[src/rtl/mips_imm_pkg.sv]
`default_nettype none
// ============================================================================
//  Module      : mips_imm_pkg
//  Description : Opcode constants and the immediate-mode encoding shared by
//                the immediate-generation stage and its decoder.
//  Revision    : 1.0  initial release
// ============================================================================
package mips_imm_pkg;

  // Primary opcodes (instr[31:26]) that select a non-default immediate form
  localparam logic [5:0] OP_RTYPE  = 6'h00;
  localparam logic [5:0] OP_REGIMM = 6'h01;
  localparam logic [5:0] OP_J      = 6'h02;
  localparam logic [5:0] OP_JAL    = 6'h03;
  localparam logic [5:0] OP_BEQ    = 6'h04;
  localparam logic [5:0] OP_BNE    = 6'h05;
  localparam logic [5:0] OP_BLEZ   = 6'h06;
  localparam logic [5:0] OP_BGTZ   = 6'h07;
  localparam logic [5:0] OP_ANDI   = 6'h0C;
  localparam logic [5:0] OP_ORI    = 6'h0D;
  localparam logic [5:0] OP_XORI   = 6'h0E;
  localparam logic [5:0] OP_LUI    = 6'h0F;

  typedef enum logic [2:0] {
    IMM_ZERO   = 3'd0,
    IMM_SIGN   = 3'd1,
    IMM_LUI    = 3'd2,
    IMM_SHAMT  = 3'd3,
    IMM_BRANCH = 3'd4,
    IMM_JUMP   = 3'd5
  } imm_mode_t;

endpackage
`default_nettype wire

[src/rtl/imm_ext_decode.sv]
`default_nettype none
// ============================================================================
//  Module      : imm_ext_decode
//  Description : Combinational immediate generator. Classifies the opcode and
//                builds the extended immediate and (for control transfers)
//                the branch/jump target.
//  Ports       : instr     [31:0]      instruction word
//                pc_plus4  [DATA_W-1:0] PC of instr + 4
//                imm       [DATA_W-1:0] extended immediate
//                imm_mode  imm_mode_t   selected immediate form
//                br_target [DATA_W-1:0] branch/jump target, 0 otherwise
//  Revision    : 1.0  initial release
// ============================================================================
module imm_ext_decode
  import mips_imm_pkg::*;
#(
  parameter int DATA_W = 32,
  parameter int IMM_W  = 16
) (
  input  logic [31:0]       instr,
  input  logic [DATA_W-1:0] pc_plus4,
  output logic [DATA_W-1:0] imm,
  output imm_mode_t         imm_mode,
  output logic [DATA_W-1:0] br_target
);

  logic [5:0]        w_opcode;
  logic [IMM_W-1:0]  w_field;
  logic [DATA_W-1:0] w_sext;
  logic [DATA_W-1:0] w_zext;
  logic [DATA_W-1:0] w_lui;
  logic [DATA_W-1:0] w_shamt;
  logic [DATA_W-1:0] w_br_off;
  logic [DATA_W-1:0] w_jump_off;
  logic [DATA_W-1:0] w_jump_tgt;

  assign w_opcode   = instr[31:26];
  assign w_field    = instr[IMM_W-1:0];
  assign w_sext     = {{(DATA_W-IMM_W){w_field[IMM_W-1]}}, w_field};
  assign w_zext     = {{(DATA_W-IMM_W){1'b0}}, w_field};
  // LUI: field lands just above IMM_W zero bits; on wide datapaths the bits
  // above it replicate the field's sign, as a 32-bit lui would on a 64-bit core.
  assign w_lui      = {w_sext[DATA_W-IMM_W-1:0], {IMM_W{1'b0}}};
  assign w_shamt    = {{(DATA_W-5){1'b0}}, instr[10:6]};
  assign w_br_off   = {w_sext[DATA_W-3:0], 2'b00};
  assign w_jump_off = {{(DATA_W-28){1'b0}}, instr[25:0], 2'b00};
  // Jump stays inside the 256 MB region of the delay-slot PC.
  assign w_jump_tgt = {pc_plus4[DATA_W-1:28], instr[25:0], 2'b00};

  always_comb begin
    imm       = w_sext;
    imm_mode  = IMM_SIGN;
    br_target = '0;
    case (w_opcode)
      OP_ANDI, OP_ORI, OP_XORI: begin
        imm      = w_zext;
        imm_mode = IMM_ZERO;
      end
      OP_LUI: begin
        imm      = w_lui;
        imm_mode = IMM_LUI;
      end
      OP_RTYPE: begin
        imm      = w_shamt;
        imm_mode = IMM_SHAMT;
      end
      OP_REGIMM, OP_BEQ, OP_BNE, OP_BLEZ, OP_BGTZ: begin
        imm       = w_br_off;
        imm_mode  = IMM_BRANCH;
        br_target = pc_plus4 + w_br_off;
      end
      OP_J, OP_JAL: begin
        imm       = w_jump_off;
        imm_mode  = IMM_JUMP;
        br_target = w_jump_tgt;
      end
      default: ;
    endcase
  end

endmodule
`default_nettype wire

[src/rtl/imm_ext_stage.sv]
`default_nettype none
// ============================================================================
//  Module      : imm_ext_stage
//  Description : Registered immediate-generation pipeline stage with a
//                two-entry (main + skid) ready/valid buffer. One cycle of
//                latency, full throughput, no combinational handshake paths.
//  Ports       : clk, rst_n (async assert, active low), flush (sync drop)
//                in_valid/in_ready, instr[31:0], pc_plus4[DATA_W-1:0]
//                out_valid/out_ready, imm, imm_mode, br_target
//  Revision    : 1.0  initial release
// ============================================================================
module imm_ext_stage
  import mips_imm_pkg::*;
#(
  parameter int DATA_W = 32,
  parameter int IMM_W  = 16
) (
  input  logic              clk,
  input  logic              rst_n,
  input  logic              flush,
  input  logic              in_valid,
  output logic              in_ready,
  input  logic [31:0]       instr,
  input  logic [DATA_W-1:0] pc_plus4,
  output logic              out_valid,
  input  logic              out_ready,
  output logic [DATA_W-1:0] imm,
  output imm_mode_t         imm_mode,
  output logic [DATA_W-1:0] br_target
);

  logic [DATA_W-1:0] w_dec_imm;
  imm_mode_t         w_dec_mode;
  logic [DATA_W-1:0] w_dec_tgt;

  imm_ext_decode #(
    .DATA_W (DATA_W),
    .IMM_W  (IMM_W)
  ) u_decode (
    .instr     (instr),
    .pc_plus4  (pc_plus4),
    .imm       (w_dec_imm),
    .imm_mode  (w_dec_mode),
    .br_target (w_dec_tgt)
  );

  logic              r_main_valid;
  logic [DATA_W-1:0] r_main_imm;
  imm_mode_t         r_main_mode;
  logic [DATA_W-1:0] r_main_tgt;
  logic              r_skid_valid;
  logic [DATA_W-1:0] r_skid_imm;
  imm_mode_t         r_skid_mode;
  logic [DATA_W-1:0] r_skid_tgt;

  logic w_accept;
  logic w_main_free;

  assign in_ready    = ~r_skid_valid;
  assign w_accept    = in_valid & ~r_skid_valid;
  // Main register can take new data this edge: empty, or its entry leaves now.
  assign w_main_free = ~r_main_valid | out_ready;

  always_ff @(posedge clk or negedge rst_n) begin
    if (!rst_n) begin
      r_main_valid <= 1'b0;
      r_main_imm   <= '0;
      r_main_mode  <= IMM_ZERO;
      r_main_tgt   <= '0;
      r_skid_valid <= 1'b0;
      r_skid_imm   <= '0;
      r_skid_mode  <= IMM_ZERO;
      r_skid_tgt   <= '0;
    end else if (flush) begin
      r_main_valid <= 1'b0;
      r_skid_valid <= 1'b0;
    end else if (w_main_free) begin
      if (r_skid_valid) begin
        // Skid is older than anything upstream; in_ready was low, so no accept.
        r_main_valid <= 1'b1;
        r_main_imm   <= r_skid_imm;
        r_main_mode  <= r_skid_mode;
        r_main_tgt   <= r_skid_tgt;
        r_skid_valid <= 1'b0;
      end else if (w_accept) begin
        r_main_valid <= 1'b1;
        r_main_imm   <= w_dec_imm;
        r_main_mode  <= w_dec_mode;
        r_main_tgt   <= w_dec_tgt;
      end else begin
        r_main_valid <= 1'b0;
      end
    end else if (w_accept) begin
      // Main is stalled: park the new entry; in_ready falls next cycle.
      r_skid_valid <= 1'b1;
      r_skid_imm   <= w_dec_imm;
      r_skid_mode  <= w_dec_mode;
      r_skid_tgt   <= w_dec_tgt;
    end
  end

  assign out_valid = r_main_valid;
  assign imm       = r_main_imm;
  assign imm_mode  = r_main_mode;
  assign br_target = r_main_tgt;

endmodule
`default_nettype wire

[config.mk]
export PLATFORM = sky130hd
export DESIGN_NAME = imm_ext_stage
export DESIGN_NICKNAME = d
export VERILOG_FILES = /design/src/rtl/mips_imm_pkg.sv /design/src/rtl/imm_ext_decode.sv /design/src/rtl/imm_ext_stage.sv
export SDC_FILE = /design/constraint.sdc
export NUM_CORES = 1
export LEC_CHECK = 0
export CAP_MARGIN = 15
export CORE_MARGIN = 2
export CORE_UTILIZATION = 53
export CTS_CLUSTER_DIAMETER = 60
export DETAILED_ROUTE_END_ITERATION = 8
export PLACE_DENSITY = 0.8
export SYNTH_ARGS = -nofsm -noshare
export SYNTH_HDL_FRONTEND = slang
export SYNTH_SLANG_ARGS = --single-unit
export TNS_END_PERCENT = 1
[constraint.sdc]
create_clock -name clk -period 2 [get_ports clk]
set_input_delay 0.4 -clock clk [delete_from_list [all_inputs] [get_ports clk]]
set_output_delay 0.4 -clock clk [all_outputs]
set_load 0.02 [all_outputs]
==> results of run 1 <==
-- registers in the layout, indices dropped and copies added, names as in the netlist --
name	count
r_skid_mode	3
r_skid_tgt	32
r_skid_valid	1
imm	32
imm_mode	3
out_valid	1
r_skid_imm	32
br_target	32
-- cells in the mapped netlist (3+ instances only) --
| cell | n | share of area (%) |
|---|---|---|
| a221oi_1 | 16 | 1.8 |
| o211ai_1 | 3 | 0.29 |
| a21o_1 | 3 | 0.29 |
| o21bai_1 | 8 | 0.78 |
| and3_1 | 7 | 0.57 |
| a21oi_2 | 4 | 0.46 |
| buf_1 | 3 | 0.15 |
| o31ai_1 | 5 | 0.49 |
| a222oi_1 | 4 | 0.52 |
| o21ai_1 | 10 | 0.65 |
| ha_1 | 29 | 4.7 |
| mux2i_1 | 6 | 0.78 |
| or3_1 | 7 | 0.57 |
| a21oi_1 | 82 | 5.4 |
| nand2_1 | 154 | 7.5 |
| nand2b_1 | 3 | 0.24 |
| nand3_1 | 12 | 0.78 |
| inv_1 | 14 | 0.69 |
| nand4_1 | 6 | 0.49 |
| xor2_1 | 7 | 0.80 |
| mux2_2 | 3 | 0.44 |
| a211oi_1 | 6 | 0.59 |
| a22oi_1 | 28 | 2.7 |
| o21ai_0 | 134 | 8.7 |
| xnor2_1 | 16 | 1.8 |
| dfrtp_1 | 136 | 44 |
| clkbuf_1 | 52 | 2.5 |
| nor2_1 | 88 | 4.3 |
| nor3_1 | 12 | 0.78 |
| o21a_1 | 5 | 0.49 |
| a31oi_1 | 8 | 0.65 |
-- timing repair --
item / 4_1_cts / 5_1_grt
hold endpoints to repair: 39 / 0
buffers inserted: 13 / 3
setup endpoints to repair: 62 / 79
gates resized for setup: 220 / 11
hold buffers: 1 / 0
pin swaps: 72 / 11
-- metal layers --
layer / up-vias / global-route usage, %
met5: - / 0
met4: 0 / 13.9
met3: 93 / 7.60
met2: 535 / 56.7
met1: 4007 / 46.8
li1: 3820 / -
-- worst reg2reg max path: stages, from the launching register on --
cell,delay (ns)
dfrtp_2,0.44
nor2_1,0.15
nor2_1,0.07
and2_0,0.17
buf_4,0.19
and3_1,0.20
a21oi_1,0.15
o21ai_1,0.10
-- area by class of cell --
cell class,instances,area share [%]
multi-input combinational,697,39.0
sequential,136,29.2
timing repair buffer,328,24.2
clock buffer,19,3.89
tap,180,1.93
clock inverter,11,1.29
inverter,14,0.451
-- logic make-up after synthesis --
logic type      share of synthesized area (%)
mux                                      1.22
flops                                    44.4
simple gates                             16.2
compound gates                           27.0
fa+ha+maj                                4.99
xor+xnor                                 2.63
buf+inv                                  3.59
-- report_power, final --
group / switching, mW / total [mW] / leakage (nW) / internal (mW)
combinational: 1.40 / 2.64 / 3.11 / 1.24
sequential: 0.239 / 3.38 / 1.78 / 3.14
clock: 1.20 / 3.22 / 0.279 / 2.01
-- metrics by stage --
step | cell area, um^2 | hold slack [ns]
after detailed placement | 10500 | 0.347
final | 11600 | 0.448
after global routing | 11600 | 0.458
after global placement | 10500 | 0.351
after floorplan | 7690 | 0.104
after CTS | 11600 | 0.436
-- worst paths after layout --
kind,startpoint,to,depth (start not counted),slack [ns]
min,instr[0],r_skid_imm[16]$_DFFE_PN0P_,4,0.45
max in group asynchronous,rst_n,imm[1]$_DFFE_PN0P_,3,0.89
min in group asynchronous,rst_n,br_target[21]$_DFFE_PN0P_,2,0.46
max reg2reg,r_skid_valid$_DFFE_PN0P_,br_target[30]$_DFFE_PN0P_,7,0.43
min reg2reg,imm[3]$_DFFE_PN0P_,imm[3]$_DFFE_PN0P_,2,0.48
max,pc_plus4[4],br_target[15]$_DFFE_PN0P_,11,-0.49
==> impl_metrics.env, run 1 <==
export IMPL_netlist_instances=904
export IMPL_fp_dieH_um=124
export IMPL_numCtsBuffers=17
export IMPL_cts_sink_count=136
export IMPL_via_count_of_the_first_global_routing_pass=8230
export IMPL_clock_insertion_delay_worst_skew_ns=0.43
export IMPL_grt_start_max_net_pins=110
export IMPL_critical_path_class="input pin to flop"
export IMPL_final_core_utilization_pct=83.2
export IMPL_totalNegativeSetupSlack_ns=-11.80
export IMPL_place_worst_setup_slack_ns=-1.29
export IMPL_globalRoute_totalOverflow=0
export IMPL_yosysWarnings=0
export IMPL_post_drt_wl_per_cell_um=19.8
export IMPL_crit_fanout=5
export IMPL_tritoncts="yes"
export IMPL_synthesis_nets=1003
export IMPL_finalNetCount=1293
export IMPL_clock_skew_ns=0.0126
export IMPL_synthesis_area_um2=7670
export IMPL_timing_hold_violations_final=0
export IMPL_cp_slowest_stage_delay_ns=0.40
export IMPL_io_buffers=137
export IMPL_hpwl_um=18200
export IMPL_postSynthRegisterBits=136
export IMPL_cp_buffers_inverters=1
export IMPL_finish_cell_count_without_fillers=1385
export IMPL_fill_cells=825
export IMPL_dominant_delay_contributor_by_cell_family_on_the_critical_path="compound AO/OA/AOI/OAI gates"
export IMPL_die_w_um=124
export IMPL_yosys_most_used_dff="dfrtp_1"
export IMPL_final_layout_size_suffix_gt1_share_pct=28.4
export IMPL_starting_density_pct=54.8
export IMPL_p_leak_nw=5.17
export IMPL_met3_wirelength_um=2630
export IMPL_globalplace_congestion=0.964
export IMPL_drcViolationCount=0
export IMPL_slew_limit_headroom_pct=55.9
export IMPL_standard_cell_with_the_maximum_stage_delay_on_the_critical_path="xor2_1"
export IMPL_detail_route_iter0_violations=1003
export IMPL_critical_path_data_required_time_ns=2.33
export IMPL_p_total_mw=9.24
export IMPL_design_portCount=138
export IMPL_die_area_um2=15400
export IMPL_async_reset_ff_share_pct=100
export IMPL_detailedRoute_firstPassIterationCount=6
export IMPL_tightest_slew_ns=0.659
export IMPL_place_inst=1339
export IMPL_worst_slack_ns=-0.494
export IMPL_report_final_setup_viol=52
export IMPL_fp_coreArea_um2=14000
export IMPL_fmax_mhz=401
export IMPL_ctsHtreeMaxLevel=4
export IMPL_mostFrequentLayoutCells="buf_4, nand2_1, dfrtp_1, o21ai_0, clkdlybuf4s50_1"
export IMPL_worst_setup_hold_path_clk_slew_ns=0.06
export IMPL_final_max_slew_viol_count=0
export IMPL_final_min_clock_period_ns=2.49
export IMPL_syn_area_per_cell_um2=8.48
export IMPL_cp_arrival_ns=2.83
export IMPL_final_antenna_net_count=0
export IMPL_max_cap_violations=0
export IMPL_met2_length_um=13000
export IMPL_timing_final_crit_share_pct=125
export IMPL_grt_setup_unrepaired="yes"
export IMPL_routed_via_count=8455
export IMPL_route_detailed_vias_per_inst=6.10
export IMPL_seq_area_um2=3400
export IMPL_max_clock_path_buffers=2
export IMPL_count_of_flip_flops_with_a_built_in_enable_after_synthesis=0
export IMPL_grt_antenna_before_repair=0
export IMPL_netlist_cell_type_count=60
export IMPL_outcome="complete, but fails checks"
export IMPL_highest_signal_layer="met4"
export IMPL_grt_util_all_layers_pct=35.3
export IMPL_cellPowerDensity_nw_per_um2=793
export IMPL_synth_sequential_area_ratio_pct=44.4
export IMPL_failing_checks="setup timing"
export IMPL_clk_root_buffer_cell="clkbuf_16"
export IMPL_syn_to_final_growth_pct=51.9
export IMPL_num_antenna_cells=0
export IMPL_detail_route_wirelength_met1_um=10700
export IMPL_rows=43
export IMPL_worst_ir_drop_vdd_uv=615
export IMPL_endpoint_kind="flop"
export IMPL_critPathLaunchType="input pin"
export IMPL_routed_wl_um=27400
export IMPL_area_occupied_by_multi_input_gates_um2=4540
export IMPL_grt_first_pass_wirelength_um=43500
export IMPL_hold_path_class="input pin to flop"
export IMPL_mostFrequentLayoutCell="buf_4"
export IMPL_timing_critical_path_cells="buf_2 > ha_4 > o21ai_1 > o21bai_1 > nand4_1 > a21boi_4 > nor3_1 > o31ai_1 > xor2_1 > a221oi_2 > o31ai_2"
Note: power is estimated with default switching activity, not from simulation.
==> run 2: changes to the inputs <==
--- a/config.mk
+++ b/config.mk
@@ -5,6 +5,7 @@
 export SDC_FILE = /design/constraint.sdc
 export NUM_CORES = 1
 export LEC_CHECK = 0
+export ABC_CLOCK_PERIOD_IN_PS = 2000
 export CAP_MARGIN = 15
 export CORE_MARGIN = 2
 export CORE_UTILIZATION = 53
==> results of run 2 <==
No change in the layout: final DEF, timing and power equal those of run 1.
==> run 3: changes to the inputs <==
--- a/config.mk
+++ b/config.mk
@@ -10,6 +10,7 @@
 export CORE_MARGIN = 2
 export CORE_UTILIZATION = 53
 export CTS_CLUSTER_DIAMETER = 60
+export CTS_CLUSTER_SIZE = 30
 export DETAILED_ROUTE_END_ITERATION = 8
 export PLACE_DENSITY = 0.8
 export SYNTH_ARGS = -nofsm -noshare
==> results of run 3 <==
No change in the layout: final DEF, timing and power equal those of run 1.
